===== config.mk =====
export PLATFORM = sky130hd
export DESIGN_NAME = ram_port_arbiter
export DESIGN_NICKNAME = d
export VERILOG_FILES = /design/src/rtl/ram_port_arbiter.sv
export SDC_FILE = /design/constraint.sdc
export NUM_CORES = 1
export LEC_CHECK = 0
export ABC_AREA = 1
export BUFFER_PORTS_ARGS = -buffer_cell sky130_fd_sc_hd__clkbuf_2
export CELL_PAD_IN_SITES_DETAIL_PLACEMENT = 1
export CELL_PAD_IN_SITES_GLOBAL_PLACEMENT = 2
export CORE_ASPECT_RATIO = 1.1
export CORE_UTILIZATION = 11
export DETAILED_ROUTE_END_ITERATION = 6
export GPL_TIMING_DRIVEN = 0
export PLACE_DENSITY = 0.89
export REMOVE_ABC_BUFFERS = 1
export SETUP_SLACK_MARGIN = 0.15
export SLEW_MARGIN = 20
export SYNTH_ARGS = -nofsm -noshare
export SYNTH_HDL_FRONTEND = slang
export SYNTH_SLANG_ARGS = --single-unit

===== constraint.sdc =====
create_clock -name clk -period 2.65 [get_ports clk]
set_input_delay 0 -clock clk [delete_from_list [all_inputs] [get_ports clk]]
set_output_delay 0 -clock clk [all_outputs]
set_load 0.01 [all_outputs]

===== src/rtl/ram_port_arbiter.sv =====
// ram_port_arbiter: round-robin two-master arbiter for a single-port RAM with bounded lock bursts.
// Define ARB_CPU_PRIORITY_EN to make master 0 win every contention (lock bursts still honoured).
module ram_port_arbiter #(
  parameter int SIZE = 14,
  parameter int MAX_BURST = 4
) (
  input  logic            clk,
  input  logic            rst,
  input  logic            req0,
  input  logic            lock0,
  input  logic            we0,
  input  logic [SIZE-1:0] addr0,
  input  logic [31:0]     wdata0,
  output logic            gnt0,
  output logic            rvalid0,
  output logic [31:0]     rdata0,
  input  logic            req1,
  input  logic            lock1,
  input  logic            we1,
  input  logic [SIZE-1:0] addr1,
  input  logic [31:0]     wdata1,
  output logic            gnt1,
  output logic            rvalid1,
  output logic [31:0]     rdata1,
  output logic            wrEn,
  output logic [SIZE-1:0] addr_toRAM,
  output logic [31:0]     data_toRAM,
  input  logic [31:0]     data_fromRAM
);
  localparam int CW = $clog2(MAX_BURST + 1);
  typedef enum logic [1:0] {IDLE, OWN0, OWN1} state_t;
  state_t state;
  logic last;
  logic [CW-1:0] burst_cnt;
  logic rv0, rv1;
  logic sat, hold0, hold1, pick0, own_g;
  always_comb begin
    sat = burst_cnt >= CW'(MAX_BURST);
    hold0 = state == OWN0 && req0 && lock0 && (!sat || !req1);
    hold1 = state == OWN1 && req1 && lock1 && (!sat || !req0);
`ifdef ARB_CPU_PRIORITY_EN
    pick0 = 1'b1;
`else
    pick0 = last;
`endif
    gnt0 = hold0 | (~hold1 & req0 & (~req1 | pick0));
    gnt1 = req1 & ~gnt0;
    wrEn = ~rst & (gnt0 ? we0 : gnt1 & we1);
    addr_toRAM = gnt0 ? addr0 : gnt1 ? addr1 : '0;
    data_toRAM = gnt0 ? wdata0 : gnt1 ? wdata1 : '0;
    own_g = (gnt0 && state == OWN0) || (gnt1 && state == OWN1);
    // a read return pending across reset is discarded in the reset cycle itself
    rvalid0 = rv0 & ~rst;
    rvalid1 = rv1 & ~rst;
    rdata0 = rvalid0 ? data_fromRAM : '0;
    rdata1 = rvalid1 ? data_fromRAM : '0;
  end
  always_ff @(posedge clk) begin
    if (rst) begin
      state <= IDLE;
      last <= 1'b1;
      burst_cnt <= '0;
      rv0 <= 1'b0;
      rv1 <= 1'b0;
    end else begin
      state <= gnt0 ? OWN0 : gnt1 ? OWN1 : IDLE;
      last <= gnt0 ? 1'b0 : gnt1 ? 1'b1 : last;
      burst_cnt <= !(gnt0 | gnt1) ? '0 : !own_g ? CW'(1) : sat ? burst_cnt : burst_cnt + CW'(1);
      rv0 <= gnt0 & ~we0;
      rv1 <= gnt1 & ~we1;
    end
  end
endmodule


# After elaboration in Yosys (flattened, before gate mapping)
# Cells that the tools add are included.
[op_classes]
n_reduce_logical = 18
n_addsub = 1
magnitude_cmp = 1
muxes = 13
n_eq_ne = 3
bitwise = 20
[op_table]
columns = ["operator", "n"]
rows = [
  ["32-bit 2-to-1 mux", 4],
  ["14-bit 2-to-1 mux", 2],
  ["1-bit bitwise AND", 9],
  ["1-bit logical AND", 8],
  ["1-bit inverter", 8],
  ["1-bit 2-to-1 mux", 6],
  ["2-bit OR reduction", 2],
  ["3-bit by 1-bit adder with 3-bit output (second input constant)", 1],
  ["3-bit greater-or-equal comparator (second input constant)", 1],
  ["1-bit zero test", 3],
  ["1-bit logical OR", 3],
  ["1-bit bitwise OR", 3],
  ["3-bit OR reduction", 1],
  ["2-bit by 1-bit == test with 1-bit output (second input constant)", 1],
  ["2-bit == test (second input constant)", 1],
  ["2-bit 2-to-1 mux", 1],
  ["2-bit inequality test (second input constant)", 1],
  ["2-bit nonzero test", 1],
]
[word_totals]
ff_bits = 8
in_bits = 132
elab_cells = 63
out_inout_bits = 115

# Logic depth before layout (Yosys ltp)
# Gate-level depths: netlist (run 1).
[depth]
depth_word = 14
depth_mapped = 12
mapped_depth_nobuf = 10

# Worst setup path after synthesis (run 1)
# Ideal clock, no wire load.
[synth_timing]
kind = "reg2out"
start = "register burst_cnt[2]"
end = "output addr_toRAM[10]"
path_stages_with_launch = 13
path_slack_ns = 1.421
arrival_ns = 1.229
cell_sequence = "dfxtp_1 inv_2 nand2_1 nor2_1 nor2_2 nand2_2 nand2_4 nand2_4 inv_4 buf_12 buf_12 nand2_2 nand2_2"
[synth_between]
elab_chain_cells = 12
word_cells_on_any_way = 14
[synth_rtl]
columns = ["item", "line", "text"]
rows = [
  ["from (decl)", "34", "logic [CW-1:0] burst_cnt;"],
  ["from (signal assigned)", "68", "burst_cnt <= !(gnt0 | gnt1) ? '0 : !own_g ? CW'(1) : sat ? burst_cnt : burst_cnt + CW'(1);"],
  ["3-bit greater-or-equal comparator (*)", "38", "sat = burst_cnt >= CW'(MAX_BURST);"],
  ["1-bit zero test (*)", "39, 40", ""],
  ["1-bit logical OR", "40", "hold1 = state == OWN1 && req1 && lock1 && (!sat || !req0);"],
  ["1-bit logical AND", "40", ""],
  ["1-bit inverter", "46", "gnt0 = hold0 | (~hold1 & req0 & (~req1 | pick0));"],
  ["1-bit bitwise AND (2 in series)", "46", ""],
  ["1-bit bitwise OR (*)", "46", ""],
  ["1-bit inverter", "47", "gnt1 = req1 & ~gnt0;"],
  ["1-bit bitwise AND", "47", ""],
  ["14-bit 2-to-1 mux", "49", "addr_toRAM = gnt0 ? addr0 : gnt1 ? addr1 : '0;"],
  ["14-bit 2-to-1 mux (*)", "49", ""],
  ["to (decl)", "26", "output logic [SIZE-1:0] addr_toRAM,"],
]
# Mark *: on every way between the ends. The rest lies on a longest branch, timed or not.

# Worst setup path after layout (run 1)
[layout_timing]
start = "register burst_cnt[2]"
end = "output data_toRAM[5]"
[layout_between]
elab_chain_cells = 12
word_cells_on_any_way = 14
[layout_rtl]
columns = ["item", "line", "text"]
rows = [
  ["3-bit greater-or-equal comparator (*)", "38", ""],
  ["1-bit zero test (*)", "39, 40", ""],
  ["1-bit logical OR", "40", ""],
  ["1-bit logical AND", "40", ""],
  ["1-bit inverter", "46", ""],
  ["1-bit bitwise AND (2 in series)", "46", ""],
  ["1-bit bitwise OR (*)", "46", ""],
  ["1-bit inverter", "47", ""],
  ["1-bit bitwise AND", "47", ""],
  ["32-bit 2-to-1 mux", "50", "data_toRAM = gnt0 ? wdata0 : gnt1 ? wdata1 : '0;"],
  ["32-bit 2-to-1 mux (*)", "50", ""],
  ["to (decl)", "27", "output logic [31:0] data_toRAM,"],
]
# Marks and branches as above.

==> results.cfg, run 1 <==
[floorplanning]
num_rows = 45
io-pin-count = 247
core_area_mm2 = 0.01385
initial_core_util_pct = 11.29
die_w_um = 115.7
die_height_um = 127.1
dieArea_mm2 = 0.01470

[min_path]
hold_start = rst
hold_end = rv0$_SDFF_PP0_
min_path_cells = 2
holdCritPathClass = in -> reg

[setup_path]
critPathArrivalTime_ns = 2.04
start_kind = flop
cpMaxStageDelayCell = inv_2
r2r_slack_ns = 1.44
path_delay_family = buffers and inverters
cp_cell_sequence = nor2_1 -> nand2_1 -> nand2_1 -> nand2_2 -> nand2_4 -> inv_2 -> nand2_1 -> nand2_2 -> clkbuf_2
required_ns = 2.65
r2r_end = burst_cnt[1]$_SDFFE_PP0P_
crit_path_frequent_cell = nand2_1
crit_type = reg -> out
crit_buf_inv = 2
crit_path_max_incr_delay_ns = 0.55
reg2reg_depth = 10
timing.rr.start = state[1]$_SDFF_PP0_
endpoint_kind = output port
critical_path.max_fanout = 47
critPathLaunch = burst_cnt[2]$_SDFFE_PP0P_

[finish]
nets = 675
finalInstanceArea_mm2 = 0.002989
diodes = 0
final_cells = 727
fin_util_pct = 21.58
area_growth_pct = 91.12
drive_gt1_share_pct = 59.00

[sta]
layout_setup_ws_ns = 0.6126
slew_violations = 0
worst_slew_pin_slew_ns = 0.7648
final-setup-viol-count = 0
worst_clock_skew_ns = 0.001769
fin_crit_sh_pct = 76.88
max_freq_mhz = 490.8
slew_headroom_pct = 49.01
fin_crit_ns = 2.037
hold_viol = 0
whs_ns = 0.003997
rsz0062_at_grt = false
tns_ns = 0

[detailed_routing]
via_count = 2656
routed_wl_um = 7446
drt_iter0_drc = 19
vias_per_cell = 3.653
drt_pass1_iterations = 2
ant_nets = 0
drcViolationCount = 0
wire_per_inst_um = 10.24

[synth]
ys_seq_area_share_pct = 10.24
yosys_warnings = 0
ys_ff_latch = 8
syn-instance-count = 304
ys_types = 22
syn_area_mm2 = 0.001564
avgSynthCellArea_um2 = 5.145

[cts]
cts_sinks = 8
h-tree-depth = 1
clock_latency_ns = 0.23
numCtsBuffers = 3
tritoncts = yes
post_cts_buffers = 0
ctsRootBufferMaster = clkbuf_16
ctsResizeCount = 0
clock_path_buffers = 2
cts.clk_slew.worst_paths_ns = 0.03

[place]
dpl_cell_area_mm2 = 0.002892
dp_cells = 722
dp_hpwl_um = 6394
place_congestion = 0.6720
dp_slack_ns = 0.8061
portBuffers = 246

[power_and_ir_drop]
finalPower_mw = 0.7768
power_density_mw_per_mm2 = 259.9
power.leakage_nw = 2.036
vdd_drop_max_mv = 0.1634

[run_status]
outcome = complete, no violations

[global_route]
gr-total-overflow = 0
antenna_found_initial = 0
grt_pass1_vias = 2458
grt_max_degree = 48
grt_pass1_wl_um = 10870
track_usage_pct = 9.134

[job]
maxCapViolations = 0
[cell usage after synthesis]
library cell,instances,share of area (%)
dfxtp_1,8,10
nand2_1,90,22
nand2_2,61,24
inv_1,40,9.6
buf_2,4,1.3
nand3_1,1,0.32
inv_2,2,0.48
nor2_2,1,0.40
buf_4,1,0.48
nand4_1,1,0.40
mux2i_1,1,0.64
nand2_4,2,1.4
buf_6,1,0.72
buf_12,4,5.1
nor3_1,2,0.64
nor2_1,72,17
xor2_1,1,0.56
o21ai_0,2,0.64
ha_1,2,1.6
clkbuf_1,6,1.4
inv_4,1,0.40
a21oi_1,1,0.32
[worst max-delay path by stage]
stage	to	depth (start not counted)
CTS	data_toRAM[5]	9
floorplan	addr_toRAM[0]	10
global placement	data_toRAM[5]	9
finish	data_toRAM[5]	9
detailed placement	data_toRAM[5]	9
global route	data_toRAM[30]	10
[placed cells by master, fill, tap and decap left out]
cell type        n
nand3_1          1
o21ai_0          2
inv_2            2
nand2_2         63
nor3_1           2
mux2i_1          1
nor2_1          72
clkbuf_2       246
dfxtp_1          8
xor2_1           1
nor2_2           1
clkbuf_16        3
nand2_1         88
inv_4            1
dlygate4sd3_1    2
a21oi_1          1
ha_1             2
inv_1           40
nand4_1          1
nand2_4          2
[report_power, final]
group	leakage, nW	internal (mW)	switching, mW
clock network	0.0370	0.194	0.0566
logic	1.93	0.174	0.222
registers	0.0658	0.127	0.00322
[state kept, by name, summed over array words and instances (netlist names)]
name       count
state          2
rv0            1
rv1            1
last           1
burst_cnt      3
[cell type report]
cell class	instances	area [um2]
Fill cell	1903	10860
Timing Repair Buffer	248	1251
Multi-Input combinational cell	237	1104
Tap cell	188	235.2
Inverter	43	163.9
Sequential cell	8	160.2
Clock buffer	3	75.07
[worst reg2reg max path, cell delays in order (launching register included)]
cell and delay (ns):
dfxtp_1 0.30, inv_1 0.06, nor2_1 0.14, nand2_1 0.07, nand2_1 0.07, nand2_2 0.08
nand2_4 0.10, nand3_1 0.07, nand2_1 0.09, nand2_1 0.07, nor2_1 0.09
[per-layer routing]
metal	GRT usage [%]	vias to the layer above	share of wire [%]
met3	2.230	6	13
met2	18.63	176	50
met5	0	-	0
met1	8.989	1141	36
met4	2.112	0	0.94
li1	-	1333	-
[repair_timing]
item	in CTS	in global routing
endpoints found under the setup margin	0	0
hold endpoints to repair	2	0
hold buffers	2	0
[cells by family (layout without fill, tap and decap cells)]
family / Yosys count / count (layout) / share of synthesized area, %
and+or+nand+nor: 230 / 230 / 66.48
adders and majority gates: 2 / 2 / 1.600
DFF: 8 / 8 / 10.24
AOI/OAI and AO/OA: 3 / 3 / 0.9597
buffers and inverters: 59 / 294 / 19.52
muxes: 1 / 1 / 0.6400
xor gates and xnor gates: 1 / 1 / 0.5601
Note: power is estimated with default switching activity, not from simulation.
==> run 2, diff against run 1 <==
- CORE_UTILIZATION: 11 -> 10
- PLACE_DENSITY: 0.89 -> 0.82
- clock period: 2.65 -> 1.92 ns (I/O delays scaled with it)
==> run 2 against run 1 <==
- setup slack worse by 0.36 ns
- power is 42% higher
- die area is 9.8% higher
- clock-buffer cell count stayed put
- first-iteration DRC count is 68% higher
- critical endpoint is now data_toRAM[4]
- largest cell class unchanged
- largest power group unchanged
==> results.cfg, run 2 (synthesis results as in run 1) <==
[detailed_routing]
ant_nets = 0
drt_iter0_drc = 32
routed_wl_um = 8147
drcViolationCount = 0
wire_per_inst_um = 11.05
drt_pass1_iterations = 2
vias_per_cell = 3.552
via_count = 2618

[job]
maxCapViolations = 0

[sta]
rsz0062_at_grt = true
worst_clock_skew_ns = 0.001218
slew_headroom_pct = 57.43
fin_crit_ns = 1.666
fin_crit_sh_pct = 86.76
worst_slew_pin_slew_ns = 0.6363
whs_ns = 0.007258
final-setup-viol-count = 0
max_freq_mhz = 600.3
hold_viol = 0
slew_violations = 0
tns_ns = 0

[global_route]
grt_pass1_wl_um = 11910
grt_max_degree = 48
antenna_found_initial = 0
grt_pass1_vias = 2584
gr-total-overflow = 0
track_usage_pct = 9.277

[setup_path]
crit_path_frequent_cell = nand2_2
critPathArrivalTime_ns = 1.67
crit_type = reg -> out
crit_buf_inv = 3
critPathLaunch = state[1]$_SDFF_PP0_
r2r_slack_ns = 0.55
endpoint = data_toRAM[4]
cp_cell_sequence = inv_1 -> nand2_1 -> nor2_1 -> nor2_2 -> nand2_2 -> nand2_4 -> nand2_8 -> clkinv_16 -> nand2_2 -> nand2_2 -> clkbuf_2
crit_path_max_incr_delay_ns = 0.29
critical_path.max_fanout = 23
cpMaxStageDelayCell = dfxtp_1
reg2reg_depth = 11
start_kind = flop
path_delay_family = simple AND/OR/NAND/NOR gates
r2r_end = burst_cnt[1]$_SDFFE_PP0P_
timing.rr.start = state[1]$_SDFF_PP0_
endpoint_kind = output port
worstSetupPathDepth = 11
required_ns = 1.92

[finish]
final_common_cell = clkbuf_2
largest-register = burst_cnt
nets = 677
final_cell_mix = clkbuf_2 (246), nand2_1 (88), nor2_1 (70)
reg_top3 = burst_cnt (3), state (2)
area_growth_pct = 97.44
fillers = 2046
drive_gt1_share_pct = 59.70
largest_register_ffs = 3
finalInstanceArea_mm2 = 0.003088
diodes = 0

[power_and_ir_drop]
netSwitchingFraction_pct = 37.46
switching_power_mw = 0.4144
internal_power_mw = 0.6919
p_seq_share_pct = 16.2
finalPower_mw = 1.106
comb_power_share_pct = 52.2
vdd_drop_max_mv = 0.3146
power.leakage_nw = 2.060
power_density_mw_per_mm2 = 358.2
clock_power_share_pct = 31.5

[cts]
numCtsBuffers = 3
cts_sinks = 8
h-tree-depth = 1
tritoncts = yes
clock_path_buffers = 2
cts.clk_slew.worst_paths_ns = 0.04
clock_latency_ns = 0.23
ctsRootBufferMaster = clkbuf_16

[floorplanning]
core_area_mm2 = 0.01517
die_height_um = 133.2
die_w_um = 121.2
dieArea_mm2 = 0.01614
num_rows = 47
initial_core_util_pct = 10.31
io-pin-count = 247

[min_path]
holdCritPathClass = in -> reg
min_path_cells = 2

[place]
portBuffers = 246
place_congestion = 0.7010
dpl_cell_area_mm2 = 0.002904
dp_hpwl_um = 6901

[run_status]
outcome = complete, no violations
==> run 2: metrics by stage <==
stage / setup WS [ns] / utilization, % / instances
floorplan: 0.5283 / - / 288
global placement: 0.05192 / 19.11 / 730
detailed placement: 0.05109 / 19.14 / 730
CTS: 0.1491 / 19.89 / 735
global route: 0.1308 / 20.35 / 737
finish: 0.2543 / 20.35 / 737
==> run 2: power groups by stage <==
stage	Combinational, mW	Clock (mW)	Sequential (mW)
global placement	0.558	0	0.181
detailed placement	0.564	0	0.182
floorplan	0.259	0	0.180
finish	0.578	0.349	0.180
global route	0.645	0.360	0.180
CTS	0.576	0.351	0.179
==> run 2: cell type report <==
class | count | area, um2 | area share (%)
clock buffers | 3 | 75.07 | 2.431
repair inverters | 1 | 30.03 | 0.9724
multi-input cells | 237 | 1117 | 36.18
repair buffers | 249 | 1259 | 40.76
well taps | 196 | 245.2 | 7.942
inverters | 43 | 200.2 | 6.483
flip-flops and latches | 8 | 161.4 | 5.227
==> run 2: routing by layer <==
| metal | up-vias | track usage (%) | share of wire [%] |
|---|---|---|---|
| met2 | 180 | 18.13 | 48 |
| met3 | 4 | 2.354 | 12 |
| li1 | 1334 | - | - |
| met4 | 0 | 1.852 | 0.72 |
| met1 | 1100 | 9.818 | 39 |
| met5 | - | 0 | 0 |
==> run 2: how the worst min path moves through the flow <==
stage / startpoint / endpoint / slack [ns]
6_report: rst / state[1]$_SDFF_PP0_ / 0.007
5_1_grt: rst / state[1]$_SDFF_PP0_ / 0.03
4_1_cts: rst / rv1$_SDFF_PP0_ / 0.005
3_5_place_dp: we1 / rv1$_SDFF_PP0_ / 0.19
3_3_place_gp: we1 / rv1$_SDFF_PP0_ / 0.19
2_1_floorplan: we0 / rv0$_SDFF_PP0_ / 0.08
==> run 2: what timing repair did <==
item,4_1_cts,5_1_grt
cloned,0,1
endpoints found under the hold margin,2,0
gates resized for setup,6,11
setup buffers,0,1
setup endpoints to repair,48,46
hold buffers,2,0
pin swaps,0,1
